--- src/rtl/vend_pkg.sv ---
// Shared types and constants for the vending controller: state encoding,
// coin values, default price table and the price lookup helper.
package vend_pkg;

   typedef enum logic [1:0] {
      IDLE    = 2'd0,
      COLLECT = 2'd1,
      VEND    = 2'd2,
      CHANGE  = 2'd3
   } state_t;

   localparam logic [1:0] COIN_NONE = 2'd0;
   localparam logic [1:0] COIN_MAX  = 2'd3;

   localparam int          DEF_NUM_ITEMS = 4;
   localparam int          DEF_CREDIT_W  = 4;
   localparam logic [15:0] DEF_PRICES    = {4'd2, 4'd1, 4'd3, 4'd2};

   // Slice (item-1) of a packed price vector; the vector is zero-extended so
   // one helper serves any NUM_ITEMS*CREDIT_W up to 256 bits.
   function automatic logic [31:0] price_lookup(input logic [255:0] prices,
                                                input int unsigned  item,
                                                input int unsigned  credit_w);
      return 32'(prices >> ((item - 1) * credit_w)) & ((32'd1 << credit_w) - 32'd1);
   endfunction

endpackage

--- src/rtl/vend_change_unit.sv ---
// Pays out a loaded credit amount over the hopper ready/valid handshake,
// largest coin first, and flags the beat that empties the balance.
module vend_change_unit
   import vend_pkg::*;
#(
   parameter int CREDIT_W = 4
) (
   input  logic                clk,
   input  logic                reset,
   input  logic                i_load,
   input  logic [CREDIT_W-1:0] i_amount,
   input  logic                i_ready,
   output logic                o_valid,
   output logic [1:0]          o_coin,
   output logic [CREDIT_W-1:0] o_remain,
   output logic                o_done
);

   logic                r_active;
   logic [CREDIT_W-1:0] r_remain;
   logic [1:0]          w_coin;

   assign w_coin   = (r_remain > CREDIT_W'(COIN_MAX)) ? COIN_MAX : r_remain[1:0];
   assign o_valid  = r_active;
   assign o_coin   = r_active ? w_coin : COIN_NONE;
   assign o_remain = r_remain;
   assign o_done   = r_active && i_ready && (r_remain == CREDIT_W'(w_coin));

   always_ff @(posedge clk) begin
      if (reset) begin
         r_active <= 1'b0;
         r_remain <= '0;
      end else if (i_load) begin
         r_active <= 1'b1;
         r_remain <= i_amount;
      end else if (r_active && i_ready) begin
         r_remain <= r_remain - CREDIT_W'(w_coin);
         if (o_done) r_active <= 1'b0;
      end
   end

endmodule

--- src/rtl/vend_ctrl.sv ---
// Parametrised vending controller: item select, coin collection with
// inactivity timeout and cancel, one-cycle vend pulse, handshaked change.
//
// state   | meaning
// IDLE    | waiting for a valid item choice, coins rejected
// COLLECT | accumulating credit toward the selected price
// VEND    | one-cycle dispense pulse for the selected item
// CHANGE  | paying out remaining credit through the hopper
module vend_ctrl
   import vend_pkg::*;
#(
   parameter int                            NUM_ITEMS = DEF_NUM_ITEMS,
   parameter int                            ITEM_W    = 3,
   parameter int                            CREDIT_W  = DEF_CREDIT_W,
   parameter logic [NUM_ITEMS*CREDIT_W-1:0] PRICES    = DEF_PRICES,
   parameter int                            TIMEOUT   = 16
) (
   input  logic                clk,
   input  logic                reset,
   input  logic [ITEM_W-1:0]   choice,
   input  logic [1:0]          coin,
   input  logic                cancel,
   input  logic                change_ready,
   output logic [ITEM_W-1:0]   item_out,
   output logic                vend_valid,
   output logic [1:0]          change_coin,
   output logic                change_valid,
   output logic                coin_reject,
   output logic [CREDIT_W-1:0] credit,
   output logic                busy
);

   localparam int TMR_W = (TIMEOUT > 2) ? $clog2(TIMEOUT) : 1;

   state_t              r_state;
   logic [ITEM_W-1:0]   r_sel;
   logic [CREDIT_W-1:0] r_price;
   logic [CREDIT_W-1:0] r_credit;
   logic [TMR_W-1:0]    r_timer;
   logic                r_coin_reject;

   logic [CREDIT_W:0]   w_sum;
   logic                w_choice_ok;
   logic                w_refund;
   logic                w_load;
   logic [CREDIT_W-1:0] w_remain;
   logic                w_chg_done;

   assign w_sum       = {1'b0, r_credit} + (CREDIT_W+1)'(coin);
   assign w_choice_ok = (choice != '0) && ({1'b0, choice} <= (ITEM_W+1)'(NUM_ITEMS));
   assign w_refund    = (r_state == COLLECT) &&
                        (cancel || ((coin == COIN_NONE) && (r_timer == TMR_W'(TIMEOUT-1))));
   // The change unit samples r_credit on the same edge that clears it here.
   assign w_load      = (w_refund || (r_state == VEND)) && (r_credit != '0);

   vend_change_unit #(.CREDIT_W(CREDIT_W)) u_change (
      .clk      (clk),
      .reset    (reset),
      .i_load   (w_load),
      .i_amount (r_credit),
      .i_ready  (change_ready),
      .o_valid  (change_valid),
      .o_coin   (change_coin),
      .o_remain (w_remain),
      .o_done   (w_chg_done)
   );

   always_ff @(posedge clk) begin
      if (reset) begin
         r_state       <= IDLE;
         r_sel         <= '0;
         r_price       <= '0;
         r_credit      <= '0;
         r_timer       <= '0;
         r_coin_reject <= 1'b0;
      end else begin
         r_coin_reject <= (coin != COIN_NONE) && !((r_state == COLLECT) && !cancel);
         case (r_state)
            IDLE: begin
               if (w_choice_ok) begin
                  r_sel   <= choice;
                  r_price <= CREDIT_W'(price_lookup(256'(PRICES), 32'(choice), CREDIT_W));
                  r_timer <= '0;
                  r_state <= COLLECT;
               end
            end
            COLLECT: begin
               if (w_refund) begin
                  r_state  <= (r_credit != '0) ? CHANGE : IDLE;
                  r_credit <= '0;
               end else if (coin != COIN_NONE) begin
                  r_timer <= '0;
                  if (w_sum >= {1'b0, r_price}) begin
                     r_credit <= CREDIT_W'(w_sum - {1'b0, r_price});
                     r_state  <= VEND;
                  end else begin
                     r_credit <= w_sum[CREDIT_W-1:0];
                  end
               end else begin
                  r_timer <= r_timer + 1'b1;
               end
            end
            VEND: begin
               r_state  <= (r_credit != '0) ? CHANGE : IDLE;
               r_credit <= '0;
            end
            CHANGE: begin
               if (w_chg_done) r_state <= IDLE;
            end
            default: r_state <= IDLE;
         endcase
      end
   end

   assign vend_valid  = (r_state == VEND);
   assign item_out    = (r_state == VEND) ? r_sel : '0;
   assign busy        = (r_state != IDLE);
   assign credit      = (r_state == CHANGE) ? w_remain : r_credit;
   assign coin_reject = r_coin_reject;

endmodule

--- config.mk ---
export PLATFORM = sky130hd
export DESIGN_NAME = vend_ctrl
export DESIGN_NICKNAME = d
export VERILOG_FILES = /design/src/rtl/vend_pkg.sv /design/src/rtl/vend_change_unit.sv /design/src/rtl/vend_ctrl.sv
export SDC_FILE = /design/constraint.sdc
export NUM_CORES = 1
export LEC_CHECK = 0
export ABC_AREA = 0
export CAP_MARGIN = 20
export CORE_MARGIN = 8
export CORE_UTILIZATION = 52
export CTS_BUF_LIST = sky130_fd_sc_hd__clkbuf_4 sky130_fd_sc_hd__clkbuf_8
export DETAILED_ROUTE_END_ITERATION = 8
export GPL_TIMING_DRIVEN = 0
export HOLD_SLACK_MARGIN = 0.03
export PLACE_DENSITY = 0.78
export SKIP_LAST_GASP = 1
export SYNTH_ARGS = -nofsm -noshare
export SYNTH_HDL_FRONTEND = slang
export SYNTH_SLANG_ARGS = --single-unit
--- constraint.sdc ---
create_clock -name clk -period 3.5 [get_ports clk]
set_input_delay 0.7 -clock clk [delete_from_list [all_inputs] [get_ports clk]]
set_output_delay 0.7 -clock clk [all_outputs]
set_load 0.02 [all_outputs]
==> metrics, run 1 <==
status completed; Routed wire per std cell 16.2 um; Post-synth EDFFs 0; Async SR Flop Fraction 0; clk sinks 21; n_diodes 0; drt drc 0; Die Wd 71.8 um; layout cells sized above 1 0.142; Most common cell on crit path ha_1; Vias 1592; # port buffers 19; Max Fanout on Critical Path 4; clk slew on worst S/H paths 0.13 ns; DIE AREA 0.00516 sq mm; slack of the critical path 0.293 ns; CP Capture Type register; DRT antenna net count 0; FF-to-FF setup slack 0.80 ns; CTS tree yes; Critical Path Start coin[0]; first-pass GRT wire length 6.96 mm; Initial Util 0.540; #FFs+latches synth 21; Max clock buf depth 2; Max stage delay on crit path 0.58 ns; top cell type's share of synthesized area 0.259; Avg Synthesized Cell Area 8.32 sq um; Max-Cap Viols 0; Layout area overhead 16.1%; hold buffers post-CTS 0; Worst-Margin Slew 0.658 ns; critical path required time 3.69 ns; critical path type primary input to register; Most used DFF post-synth dfxtp_1; RD Place Congestion 0.880; core area 0.00300 sq mm; Levels on crit path 8; Buf/Inv on CP 1; leading post-synthesis cells by cell area dfxtp_1, ha_1, a21oi_1; final hold violation count 0; hold path start r_price[1]; post-synthesis instance total 195; FMAX 0.312 GHz; post-CTS setup buffer count 0; setup_tns 0 ns; mapped cell area 0.00162 sq mm; antenna violations before repair 0; Hold Path Class register to register; RR Startpoint r_credit[0]; Yosys warning count 0; VDD IR max 0.178 mV; fin crit share 0.916; PD cells 362 mW/mm^2; post-layout min period 3.21 ns; # IOs 22; pin count of the biggest net entering global routing 12; DRT Pass-1 Iters 4; Slowest-stage cell, CP clkdlybuf4s50_1; r2r endpoint r_state[1]; CP arrival 3.39 ns; Clk Latency, worst-skew pair 0.32 ns; NumNets Final 237; RSZ-0062 raised after global routing no; hold_ws 0.461 ns; cts bufs inserted 3; Yosys top cell by area dfxtp_1; Die Y 71.8 um; Synth top cells by count dfxtp_1, a21oi_1, nand2_1; Slew Viols, Final 0; synth unique cells 58; Gates resized, CTS repair 0; DP HPWL 3.07 mm; total routed wirelength 4.07 mm; Final setup viols 0; slew margin rel. 0.558; Via-to-Cell Ratio 6.34; most numerous cell in the Yosys netlist dfxtp_1; placed cells 247; Overflow after GRT 0; htree depth 1; Core Rows 20; clk root buf clkbuf_4; net count after synthesis 213; worst clock skew 0.0120 ns; cell family with the largest share of critical-path delay adder cells; R2R depth 7; vias in the first global route 1579; detailed router's first-iteration violation count 88; CP Launch Type primary input; pre-CTS setup slack -0.0743 ns; fin cells 251; critical path cell sequence clkdlybuf4s50_1, ha_1, fa_1, ha_1, a22o_1, or4_4, nor3_2, a2111oi_2; Setup crit end r_state[1]; Seq/Total Area, Yosys 0.259; P_leak 0.717 nW; Total GRT Usage 0.160
kinds of logic after synthesis:
group	synth area share
buffers and inverters	0.0826
AND/OR/NAND/NOR	0.284
adder cells (fa/ha/maj)	0.0787
XOR/XNOR	0.0162
multiplexers	0.0339
flip-flops	0.259
AO/OA/AOI/OAI	0.245
flip-flops by register name, indices dropped and copies added, names as in the netlist:
name               flops
r_sel                  3
r_price                2
r_credit               4
coin_reject            1
r_timer                4
u_change.o_remain      4
u_change.o_valid       1
r_state                2
final cells by class:
class,instances,area (sq um)
Buffer,10,88.8
Clock buffer,4,30.0
Fill cell,274,1120
Inverter,12,45.0
Multi-Input combinational cell,152,1070
Sequential cell,21,420
Tap cell,33,41.3
Timing Repair Buffer,19,190
worst min path at each step:
stage	depth (start not counted)	slack, ns	endpoint
global route	2	0.48	r_price[1]
CTS	2	0.46	r_price[1]
global placement	2	0.44	r_sel[1]
detailed placement	2	0.45	r_price[1]
floorplan	2	0.43	r_sel[0]
finish	2	0.46	r_price[1]
layout by cell type (no fill, tap or decap), drive strengths merged, types with 3 or more instances in the layout:
cell type and n:
o311ai 4, nor2 8, or2 3, clkbuf 10
o211ai 5, and3 3, mux2 4, dfxtp 21
a221oi 4, nand4 3, and2 5, a31oi 3
buf 4, nand2 16, a21oi 17, ha 7
clkdlybuf4s50 19, nor4 5, nor3 9, a21o 3
nand3 13, inv 12, o21ai 7
power by group:
part,switching (mW),internal (mW),total (mW)
Combinational,0.152,0.117,0.269
Clock,0.0828,0.0523,0.135
Sequential,0.0185,0.259,0.277
Total,0.253,0.428,0.681
metrics by stage:
step / instance area [sq um] / total power [mW] / util
final: 1880 / 0.681 / 0.627
after CTS: 1880 / 0.677 / 0.627
after global placement: 1850 / 0.541 / 0.617
after global routing: 1880 / 0.716 / 0.627
after detailed placement: 1850 / 0.548 / 0.617
after floorplan: 1620 / 0.473 / -
per-layer routing:
| layer | track usage | part of all wire |
|---|---|---|
| met5 | 0 | 0 |
| met4 | 0.0522 | 0.017 |
| met3 | 0.0293 | 0.052 |
| met2 | 0.289 | 0.48 |
| met1 | 0.182 | 0.45 |
worst min-delay path, delay by kind of cell (launching register included):
family	cells	cell delay [ns]
AO/OA/AOI/OAI	1	0.05
AND/OR/NAND/NOR	1	0.05
flip-flops	1	0.33
No activity file was read; power rests on OpenSTA's default activity.
==> inputs of run 2 (changes only) <==
--- a/config.mk
+++ b/config.mk
@@ -8,12 +8,13 @@
 export ABC_AREA = 0
 export CAP_MARGIN = 20
 export CORE_MARGIN = 8
-export CORE_UTILIZATION = 52
+export CORE_UTILIZATION = 51
 export CTS_BUF_LIST = sky130_fd_sc_hd__clkbuf_4 sky130_fd_sc_hd__clkbuf_8
+export CTS_CLUSTER_DIAMETER = 50
 export DETAILED_ROUTE_END_ITERATION = 8
 export GPL_TIMING_DRIVEN = 0
 export HOLD_SLACK_MARGIN = 0.03
-export PLACE_DENSITY = 0.78
+export PLACE_DENSITY = 0.8
 export SKIP_LAST_GASP = 1
 export SYNTH_ARGS = -nofsm -noshare
 export SYNTH_HDL_FRONTEND = slang
==> constraint.sdc (replaced) <==
create_clock -name clk -period 2.78 [get_ports clk]
set_input_delay 0.556 -clock clk [delete_from_list [all_inputs] [get_ports clk]]
set_output_delay 0.556 -clock clk [all_outputs]
set_load 0.02 [all_outputs]
==> run 2 against run 1 <==
Effect of this change: combinational power is 30% higher; critical path type unchanged; cell count is 4.8% higher; global-route usage hardly changed; power is 26% higher; die area is 1.5% higher; clock skew is 0.0059 ns lower; hold slack worse by 0.00098 ns; first-iteration DRC count is 86% higher; routed wire length is 0.29% lower; highest routed layer unchanged; critical endpoint unchanged.
==> metrics, run 2 (synthesis results as in run 1) <==
status completed (unchanged); # IOs 22 (unchanged); met2 usage 0.265 (was 0.289); first-pass GRT wire length 6.88 mm (was 6.96 mm); DP HPWL 3.02 mm (was 3.07 mm); slew margin rel. 0.596 (was 0.558); r2r endpoint r_state[1] (unchanged); most frequent cells in the layout dfxtp_1, a21oi_1, clkdlybuf4s50_1 (was dfxtp_1, clkdlybuf4s50_1, a21oi_1); pin count of the biggest net entering global routing 12 (unchanged); Worst-Margin Slew 0.600 ns (was 0.658 ns); met3 Track Usage GR 0.0220 (was 0.0293); Hold Path Cell Cnt 2 (unchanged); FMAX 0.373 GHz; Overflow after GRT 0 (unchanged); critical path required time 2.95 ns (was 3.69 ns); Initial Util 0.536 (was 0.540); Layout fillers 276 (was 274); fin crit share 0.965; Via-to-Cell Ratio 5.95 (was 6.34); cell area after layout 0.00192 sq mm (was 0.00188 sq mm); drt drc 0 (unchanged); PD cells 446 mW/mm^2 (was 362 mW/mm^2); RR Startpoint r_credit[0] (unchanged); Max clock buf depth 2 (unchanged); placed cells 258 (was 247); Slew Viols, Final 0 (unchanged); DRT antenna net count 0 (unchanged); setup_tns 0 ns (unchanged); Vias 1566 (was 1592); CP Launch Type primary input (unchanged); hold path start r_sel[0] (was r_price[1]); area post-placement 0.00187 sq mm (was 0.00185 sq mm); antenna violations before repair 0 (unchanged); CP arrival 2.85 ns (was 3.39 ns); post-layout min period 2.68 ns; Max stage delay on crit path 0.57 ns (was 0.58 ns); cell family with the largest share of critical-path delay adder cells (unchanged); htree depth 1 (unchanged); most common cell after layout, fill and taps aside dfxtp_1 (unchanged); final hold violation count 0 (unchanged); RSZ-0062 raised after global routing no (unchanged); layout cells sized above 1 0.169 (was 0.142); hold_ws 0.460 ns (was 0.461 ns); Die Wd 72.4 um (was 71.8 um); DRT Pass-1 Iters 4 (unchanged); P_leak 0.722 nW (was 0.717 nW); VDD IR max 0.261 mV (was 0.178 mV); n_diodes 0 (unchanged); register area 422 sq um (was 420 sq um); Critical Path Start coin[0] (unchanged); Slowest-stage cell, CP fa_2 (was clkdlybuf4s50_1); critical path cell sequence clkdlybuf4s15_2, ha_2, fa_2, ha_1, and2b_2, or4_4, nor3_4, a2111oi_2 (was clkdlybuf4s50_1, ha_1, fa_1, ha_1, a22o_1, or4_4, nor3_2, a2111oi_2); NumNets Final 238 (was 237); Max Fanout on Critical Path 4 (unchanged); total routed wirelength 4.06 mm (was 4.07 mm); Layout area overhead 18.6% (was 16.1%); cts bufs inserted 3 (unchanged); vias in the first global route 1567 (was 1579); CP Capture Type register (unchanged); Die Y 72.4 um (was 71.8 um); RD Place Congestion 0.889 (was 0.880); Clk Latency, worst-skew pair 0.31 ns (was 0.32 ns); fin cells 263 (was 251); Multi-input gate area 0.00108 sq mm (was 0.00107 sq mm); Total GRT Usage 0.160 (about the same); GR peak layer met2 (unchanged); clk sinks 21 (unchanged); core area 0.00303 sq mm (was 0.00300 sq mm); clk root buf clkbuf_4 (unchanged); DIE AREA 0.00524 sq mm (was 0.00516 sq mm); hold buffers post-CTS 0 (unchanged); Buf/Inv on CP 1 (unchanged); Routed wire per std cell 15.4 um (was 16.2 um); # port buffers 19 (unchanged); Max-Cap Viols 0 (unchanged); Core Rows 20 (unchanged); Hold Path Class register to register (unchanged); Hold Path End r_sel[0] (was r_price[1]); detailed router's first-iteration violation count 164 (was 88); CTS tree yes (unchanged); clk slew on worst S/H paths 0.12 ns (was 0.13 ns); met1 Usage GRT 0.194 (was 0.182); FF-to-FF setup slack 0.19 ns (was 0.80 ns); worst clock skew 0.00606 ns (was 0.0120 ns); R2R depth 7 (unchanged); Final setup viols 0 (unchanged); critical path type primary input to register (unchanged)
run 2: changes by cell type in the layout (fill, tap and decap cells not counted), sizes merged:
cell / previous run / this run
clkdlybuf4s50: 19 / 17
clkdlybuf4s15: 0 / 1
buf: 4 / 5
dlygate4sd2: 0 / 1
run 2: how the worst max path moves through the flow:
| stage | to | slack (ns) | depth (start not counted) |
|---|---|---|---|
| final | r_state[1] | 0.1 | 8 |
| after global routing | r_state[1] | 0.01 | 8 |
| after CTS | r_state[1] | 0.06 | 8 |
| after detailed placement | r_state[1] | -0.62 | 8 |
| after global placement | r_state[1] | -0.61 | 8 |
| after floorplan | r_state[1] | 0.08 | 7 |
run 2: timing repair:
| action | 4_1_cts | 5_1_grt |
|---|---|---|
| cloned | 0 | 0 |
| resized for setup | 7 | 2 |
| pin swaps | 2 | 1 |
| buffers inserted | 1 | 0 |
| endpoints found under the setup margin | 6 | 2 |
run 2: stage by stage:
stage	worst slack (ns)	util	total power, mW
floorplan	0.0798	-	0.596
global placement	-0.613	0.617	0.683
detailed placement	-0.622	0.617	0.689
CTS	0.0562	0.633	0.855
global route	0.0113	0.635	0.913
finish	0.0983	0.635	0.858
run 2: worst min-delay path, stage by stage, from the launching register on:
cell and delay, ns:
dfxtp_1 0.33, nand2_1 0.05, a21oi_1 0.05
run 2: cell type report:
type	count	area share
plain buffers	10	0.0462
clock buffers	4	0.0156
inverters	12	0.0234
multi-input cells	152	0.564
flip-flops and latches	21	0.219
well taps	44	0.0286
repair buffers	20	0.103
run 2: power by group:
group / leakage [nW] / internal (mW) / total (mW) / switching, mW
Combinational: 0.532 / 0.151 / 0.349 / 0.197
Sequential: 0.172 / 0.326 / 0.351 / 0.0248
Clock: 0.0184 / 0.0658 / 0.159 / 0.0929
Total: 0.722 / 0.543 / 0.858 / 0.315
run 2: layer usage:
metal	vias to the layer above	share of wire	wire [um]
met2	54	0.46	1870
met3	12	0.055	222
met4	0	0.026	104
met5	-	0	0
li1	783	-	-
met1	717	0.46	1860
